<file path="config.mk">
export PLATFORM = sky130hd
export DESIGN_NAME = fetch_decode_queue
export DESIGN_NICKNAME = d
export VERILOG_FILES = /design/src/rtl/fetch_decode_queue.sv
export SDC_FILE = /design/constraint.sdc
export NUM_CORES = 1
export LEC_CHECK = 0
export BUFFER_PORTS_ARGS = -buffer_cell sky130_fd_sc_hd__buf_2
export CAP_MARGIN = 20
export CORE_MARGIN = 2
export CORE_UTILIZATION = 45
export CTS_CLUSTER_DIAMETER = 150
export CTS_CLUSTER_SIZE = 40
export DETAILED_ROUTE_END_ITERATION = 12
export GPL_TIMING_DRIVEN = 0
export PLACE_DENSITY = 0.71
export SLEW_MARGIN = 20
export SYNTH_ARGS = -nofsm -noshare
export SYNTH_HDL_FRONTEND = slang
export SYNTH_SLANG_ARGS = --single-unit
</file>
<file path="constraint.sdc">
create_clock -name Clk -period 6.8 [get_ports Clk]
set_input_delay 1.36 -clock Clk [delete_from_list [all_inputs] [get_ports Clk]]
set_output_delay 1.36 -clock Clk [all_outputs]
set_load 0.02 [all_outputs]
</file>
<file path="src/rtl/fetch_decode_queue.sv">
// Fetch-to-decode instruction queue: circular buffer of {Instr, PC+4, PC} tuples.
// The head entry is presented combinationally; a redirect flush drops every entry.
module fetch_decode_queue #(
  parameter int unsigned DEPTH = 2,
  parameter int unsigned WIDTH = 32
) (
  input  logic                     Clk,
  input  logic                     Reset,
  input  logic [WIDTH-1:0]         InstrF,
  input  logic [WIDTH-1:0]         PC4F,
  input  logic [WIDTH-1:0]         PCF,
  input  logic                     ValidF,
  output logic                     PCEn,
  input  logic                     StallD,
  input  logic                     FlushD,
  output logic [WIDTH-1:0]         InstrD,
  output logic [WIDTH-1:0]         PC4D,
  output logic [WIDTH-1:0]         PCD,
  output logic                     ValidD,
  output logic [$clog2(DEPTH):0]   Count
);

  localparam int unsigned PtrW = $clog2(DEPTH);
  localparam int unsigned CntW = PtrW + 1;

  logic [WIDTH-1:0] instr_q [DEPTH];
  logic [WIDTH-1:0] pc4_q   [DEPTH];
  logic [WIDTH-1:0] pc_q    [DEPTH];
  logic [PtrW-1:0]  rp_q, wp_q;
  logic [CntW-1:0]  count_q;

  logic push, pop;

  always_comb begin
    ValidD = (count_q != '0);
    pop    = ValidD & ~StallD;
    // A full queue still accepts when decode drains the head in the same cycle.
    PCEn   = (count_q < CntW'(DEPTH)) | pop;
    push   = ValidF & PCEn;
    Count  = count_q;
    InstrD = ValidD ? instr_q[rp_q] : '0;
    PC4D   = ValidD ? pc4_q[rp_q]   : '0;
    PCD    = ValidD ? pc_q[rp_q]    : '0;
  end

  always_ff @(posedge Clk) begin
    if (Reset) begin
      rp_q    <= '0;
      wp_q    <= '0;
      count_q <= '0;
      for (int i = 0; i < DEPTH; i++) begin
        instr_q[i] <= '0;
        pc4_q[i]   <= '0;
        pc_q[i]    <= '0;
      end
    end else if (FlushD) begin
      rp_q    <= '0;
      wp_q    <= '0;
      count_q <= '0;
    end else begin
      if (push) begin
        instr_q[wp_q] <= InstrF;
        pc4_q[wp_q]   <= PC4F;
        pc_q[wp_q]    <= PCF;
        wp_q          <= wp_q + PtrW'(1);
      end
      if (pop) begin
        rp_q <= rp_q + PtrW'(1);
      end
      if (push && !pop) begin
        count_q <= count_q + CntW'(1);
      end else if (pop && !push) begin
        count_q <= count_q - CntW'(1);
      end
    end
  end

endmodule
</file>
; Yosys cells after proc, flatten, opt, wreduce, memory -nomap -nowiden
; Memories as Yosys holds them, arrays and structs flattened. A register that Yosys moved wholly into a read port is not among the register bits.
; Cells that the tools add are included.
[totals]
input_bits = 101
n_memories = 3
ff_bits = 4
mem_bits_rw = 192
[classes]
bitwise = 4
n_addsub = 4
reduce_logical = 10
magnitude_cmp = 1
muxes = 26
[mem_list]
columns = memory, words, width, rd, rd_ports_with_merged_regs, write_ports, line
row1 = instr_q, 2, 32, 1, 1, 2, 26  ; logic [WIDTH-1:0] instr_q [DEPTH];
row2 = pc4_q, 2, 32, 1, 1, 2, 27  ; logic [WIDTH-1:0] pc4_q [DEPTH];
row3 = pc_q, 2, 32, 1, 1, 2, 28  ; logic [WIDTH-1:0] pc_q [DEPTH];
[ops]
columns = cell, count
row1 = two-way mux 32 bit, 6
row2 = OR reduction 32 bit, 3
row3 = two-way mux 1 bit, 18
row4 = two-way mux 2 bit, 2
row5 = nonzero test 2 bit, 2
row6 = "adder 1 bit, second input constant", 2
row7 = "adder 2 x 1 -> 2 bit, second input constant", 1
row8 = bitwise AND 1 bit, 2
row9 = logical AND 1 bit, 2
row10 = logical NOT 1 bit, 2
row11 = "< comparator 2 bit, second input constant", 1
row12 = OR reduction 2 bit, 1
row13 = "subtractor 2 x 1 -> 2 bit, second input constant", 1
row14 = inverter 1 bit, 1
row15 = bitwise OR 1 bit, 1

; Logic depth before layout (Yosys ltp)
[logic_depth]
ltp_word = 10
mapped_depth = 8
depth_no_buf = 7

; Least setup slack after synthesis
; Ideal clock, no wire load.
[synth_path]
path_kind = in2reg
start = input FlushD
end = memory instr_q[0][0], enable pin
stages = 4
t_arrival_ps = 6419
setup_time_ps = 570
required_ps = 6230
setup_slack_ps = -189
cell_sequence = or3_1 buf_2 buf_6 o21bai_1
[synth_lines]
columns = item, line
row1 = from (decl), 15  ; input logic FlushD,
row2 = to (decl), 26

; Final worst setup path
[layout_path]
start = register count_q[1] (netlist: Count[1])
end = output PCD[5]
[layout_between]
elab_chain_cells = 2
[layout_lines]
columns = item, line
row1 = from (decl), 30  ; logic [CntW-1:0] count_q;
row2 = from (signal assigned), 71  ; count_q <= count_q + CntW'(1);
row3 = from (signal assigned), 73  ; count_q <= count_q - CntW'(1);
row4 = nonzero test 2 bit, 35  ; ValidD = (count_q != '0);
row5 = two-way mux 32 bit, 43  ; PCD = ValidD ? pc_q[rp_q] : '0;
row6 = to (decl), 18  ; output logic [WIDTH-1:0] PCD,
; No other way between the ends.

==> impl_results.md <==
* Netlist cell types at 20
* Hold Slack at 0.559 ns
* Final WS setup at 3.11 ns
* Reg2Reg Launch Point: wp_q$_SDFFE_PP0P_
* Top cells by count, synth: nor2_1 (260), edfxtp_1 (192), nand2_1 (99)
* Die width at 144 um
* # nets final at 1081
* Area growth from synthesis to layout at 24.8%
* CP required at 5.44 ns
* ANT nets after route at 0
* Number of buffers added on ports at 200
* Die ar. at 20600 um^2
* FF-to-FF setup slack at 4.43 ns
* CP Cell Sequence: nor2_1 -> buf_2 -> buf_2 -> nor2_1 -> buf_2
* Mapped Avg Cell Area at 11.6 um^2
* Vias in the first global route at 6016
* Hold crit path type: reg2reg
* CTS H-tree depth at 4
* GP Congestion at 0.772
* Syn Inst Count at 752
* Path depth of the worst reg2reg path at 6
* Ys flop type: edfxtp_1
* Sequential element share of the synthesized area at 0.670
* Setup crit end: PCD[5]
* Post-synth EDFFs at 192
* Leading area contributor after synthesis: edfxtp_1
* Fin crit share at 0.543
* PD cells at 258 nW/um^2
* Initial antenna violation count at 0
* Worst vdd ir at 165 uV
* CTS tree: built
* Pins Over Slew Limit at 0
* Met3 WL at 1080 um
* Startpoint Class: flop
* Crit path max-delay family: buffers and inverters
* Num CTS Buffers at 17
* Routed vias/inst at 4.94
* Hold Buf Count CTS at 0
* Post-CTS sizing at 0
* Routed WL at 20200 um
* HPWL Detailed at 13900 um
* Rel. slew slack at 0.516
* Setup slack at placement at 3.26 ns
* Pin count of the biggest net entering global routing at 26
* CP Capture Type: primary output
* Syn_nets at 854
* RSZ-0062 raised after global routing: no
* 1st-iter DRT viols at 394
* Final min period at 3.69 ns
* Slowest cell on the critical path: nor2_1
* Setup Skew at 0.0108 ns
* Worst-Skew Late Latency at 0.43 ns
* Critical path peak fanout at 10
* Top cells by area in the synthesized netlist: edfxtp_1 (66%), nor2_1 (11%), mux2i_1 (11%)
* Grt ovf at 0
* Clk sinks at 197
* Via count at 6216
* Clock Tree Buf Depth at 2
* M1 WL at 8700 um
* WL/cell at 16.1 um
* Status: complete, no violations
* Synth top area share at 0.658
* Effective utilization at floorplan at 0.455
* RR Endpoint: pc4_q[0][3]$_SDFFCE_PN0P_
* Max-cap violations at 0
* # setup viols final at 0
* Post-synth ARST share at 0
* CP max stage delay at 0.59 ns
* Postcts setup bufs at 0
* First-pass GRT wire length at 30700 um
* Die Y at 144 um
* Clk slew on worst S/H paths at 0.07 ns
* Clock Tree Root: clkbuf_16
* Critical path depth at 5
* Share of post-route cells with drive strength above 1 at 0.306
* Crit path DAT at 2.33 ns
* IO Count at 201
* Drt first pass iters at 5
* CP bufs+invs at 3
* CP Launch Point: Count[1]$_SDFFE_PP0P_
* Core area at 19300 um^2
* Leak pwr at 4.30 nW
* Most numerous cell in the Yosys netlist: nor2_1
* Critical path's most frequent cell: buf_2
* All-layer global routing usage at 0.197
* Worst slew pin tran at 0.723 ns
* Total negative setup slack at 0 ns
* Max Freq at 271 MHz
* Worst setup path class: reg2out
* Post-Syn Area at 8760 um^2
* Met2 Wirelength at 10100 um
* Synth Warn # at 0
* Yosys reg bits at 197
* Highest Signal Layer: met4
* Drt drc at 0
* Std-Cell Rows at 51
* Hold Vio Cnt, Final at 0
cells by family (layout without fill, tap and decap cells):
| logic type | Yosys count | after routing | synth area share |
|---|---|---|---|
| simple gates | 395 | 395 | 0.179 |
| flops | 197 | 197 | 0.670 |
| mux | 96 | 96 | 0.110 |
| buf+inv | 54 | 294 | 0.0323 |
| compound gates | 5 | 5 | 0.00400 |
| xor+xnor | 4 | 4 | 0.00400 |
| fa+ha+maj | 1 | 1 | 0.00143 |
| other cells | 0 | 1 | 0 |
area by class of cell:
class / instances / area, um^2
Tap cell: 265 / 332
Clock buffer: 19 / 433
Inverter: 2 / 7.51
Fill cell: 1677 / 8340
Clock inverter: 13 / 195
Buffer: 52 / 275
Timing Repair Buffer: 208 / 1180
Antenna cell: 1 / 2.50
Multi-Input combinational cell: 501 / 2630
Sequential cell: 197 / 5870
placed cells by master, fill, tap and decap left out, types with 3 or more instances in the layout:
| cell | count |
|---|---|
| nor3_1 | 4 |
| nand2_1 | 99 |
| buf_6 | 4 |
| buf_4 | 5 |
| mux2i_1 | 96 |
| buf_2 | 225 |
| clkbuf_16 | 17 |
| buf_16 | 3 |
| bufinv_16 | 4 |
| nor2_2 | 30 |
| nor2_1 | 260 |
| clkbuf_1 | 20 |
| inv_6 | 4 |
| buf_12 | 5 |
| xor2_1 | 3 |
| edfxtp_1 | 192 |
| dfxtp_1 | 5 |
how the worst min path moves through the flow:
stage | start | endpoint | slack [ns] | depth (start not counted)
final | rp_q$_SDFFE_PP0P_ | flop | 0.56 | 2
after global routing | rp_q$_SDFFE_PP0P_ | rp_q$_SDFFE_PP0P_ | 0.59 | 2
after CTS | rp_q$_SDFFE_PP0P_ | flop | 0.56 | 2
after detailed placement | rp_q$_SDFFE_PP0P_ | flop | 0.54 | 2
after global placement | rp_q$_SDFFE_PP0P_ | rp_q$_SDFFE_PP0P_ | 0.54 | 2
after floorplan | rp_q$_SDFFE_PP0P_ | flop | 0.52 | 2
registers in the layout (all words and copies together), names as in the netlist, named ones only:
register	flops
instr_q	64
pc4_q	64
Count	2
pc_q	64
rp_q	1
wp_q	1
worst register-to-register path, cell delays in order (launching register included):
cell,delay [ns]
dfxtp_1,0.33
or3_1,0.36
buf_2,0.20
buf_6,0.18
o21bai_4,0.56
buf_16,0.24
buf_12,0.21
metrics by stage:
step,cells,instance area (um^2),utilization,power (mW)
3_5_place_dp,1225,10300,0.534,1.77
4_1_cts,1257,10900,0.567,2.84
5_1_grt,1257,10900,0.567,2.93
2_1_floorplan,752,8760,-,1.64
3_3_place_gp,1217,10100,0.524,1.76
6_report,1258,10900,0.567,2.82
where the power goes:
group	leakage (nW)	internal [mW]	switching [mW]
logic	1.96	0.115	0.218
registers	2.04	1.39	0.0164
clock network	0.303	0.624	0.454
routing by layer:
layer,global-route usage,vias to the layer above
met5,0,-
met4,0.0630,0
met1,0.255,3001
li1,-,2999
met2,0.335,191
met3,0.0403,25
Note: power is estimated with default switching activity, not from simulation.
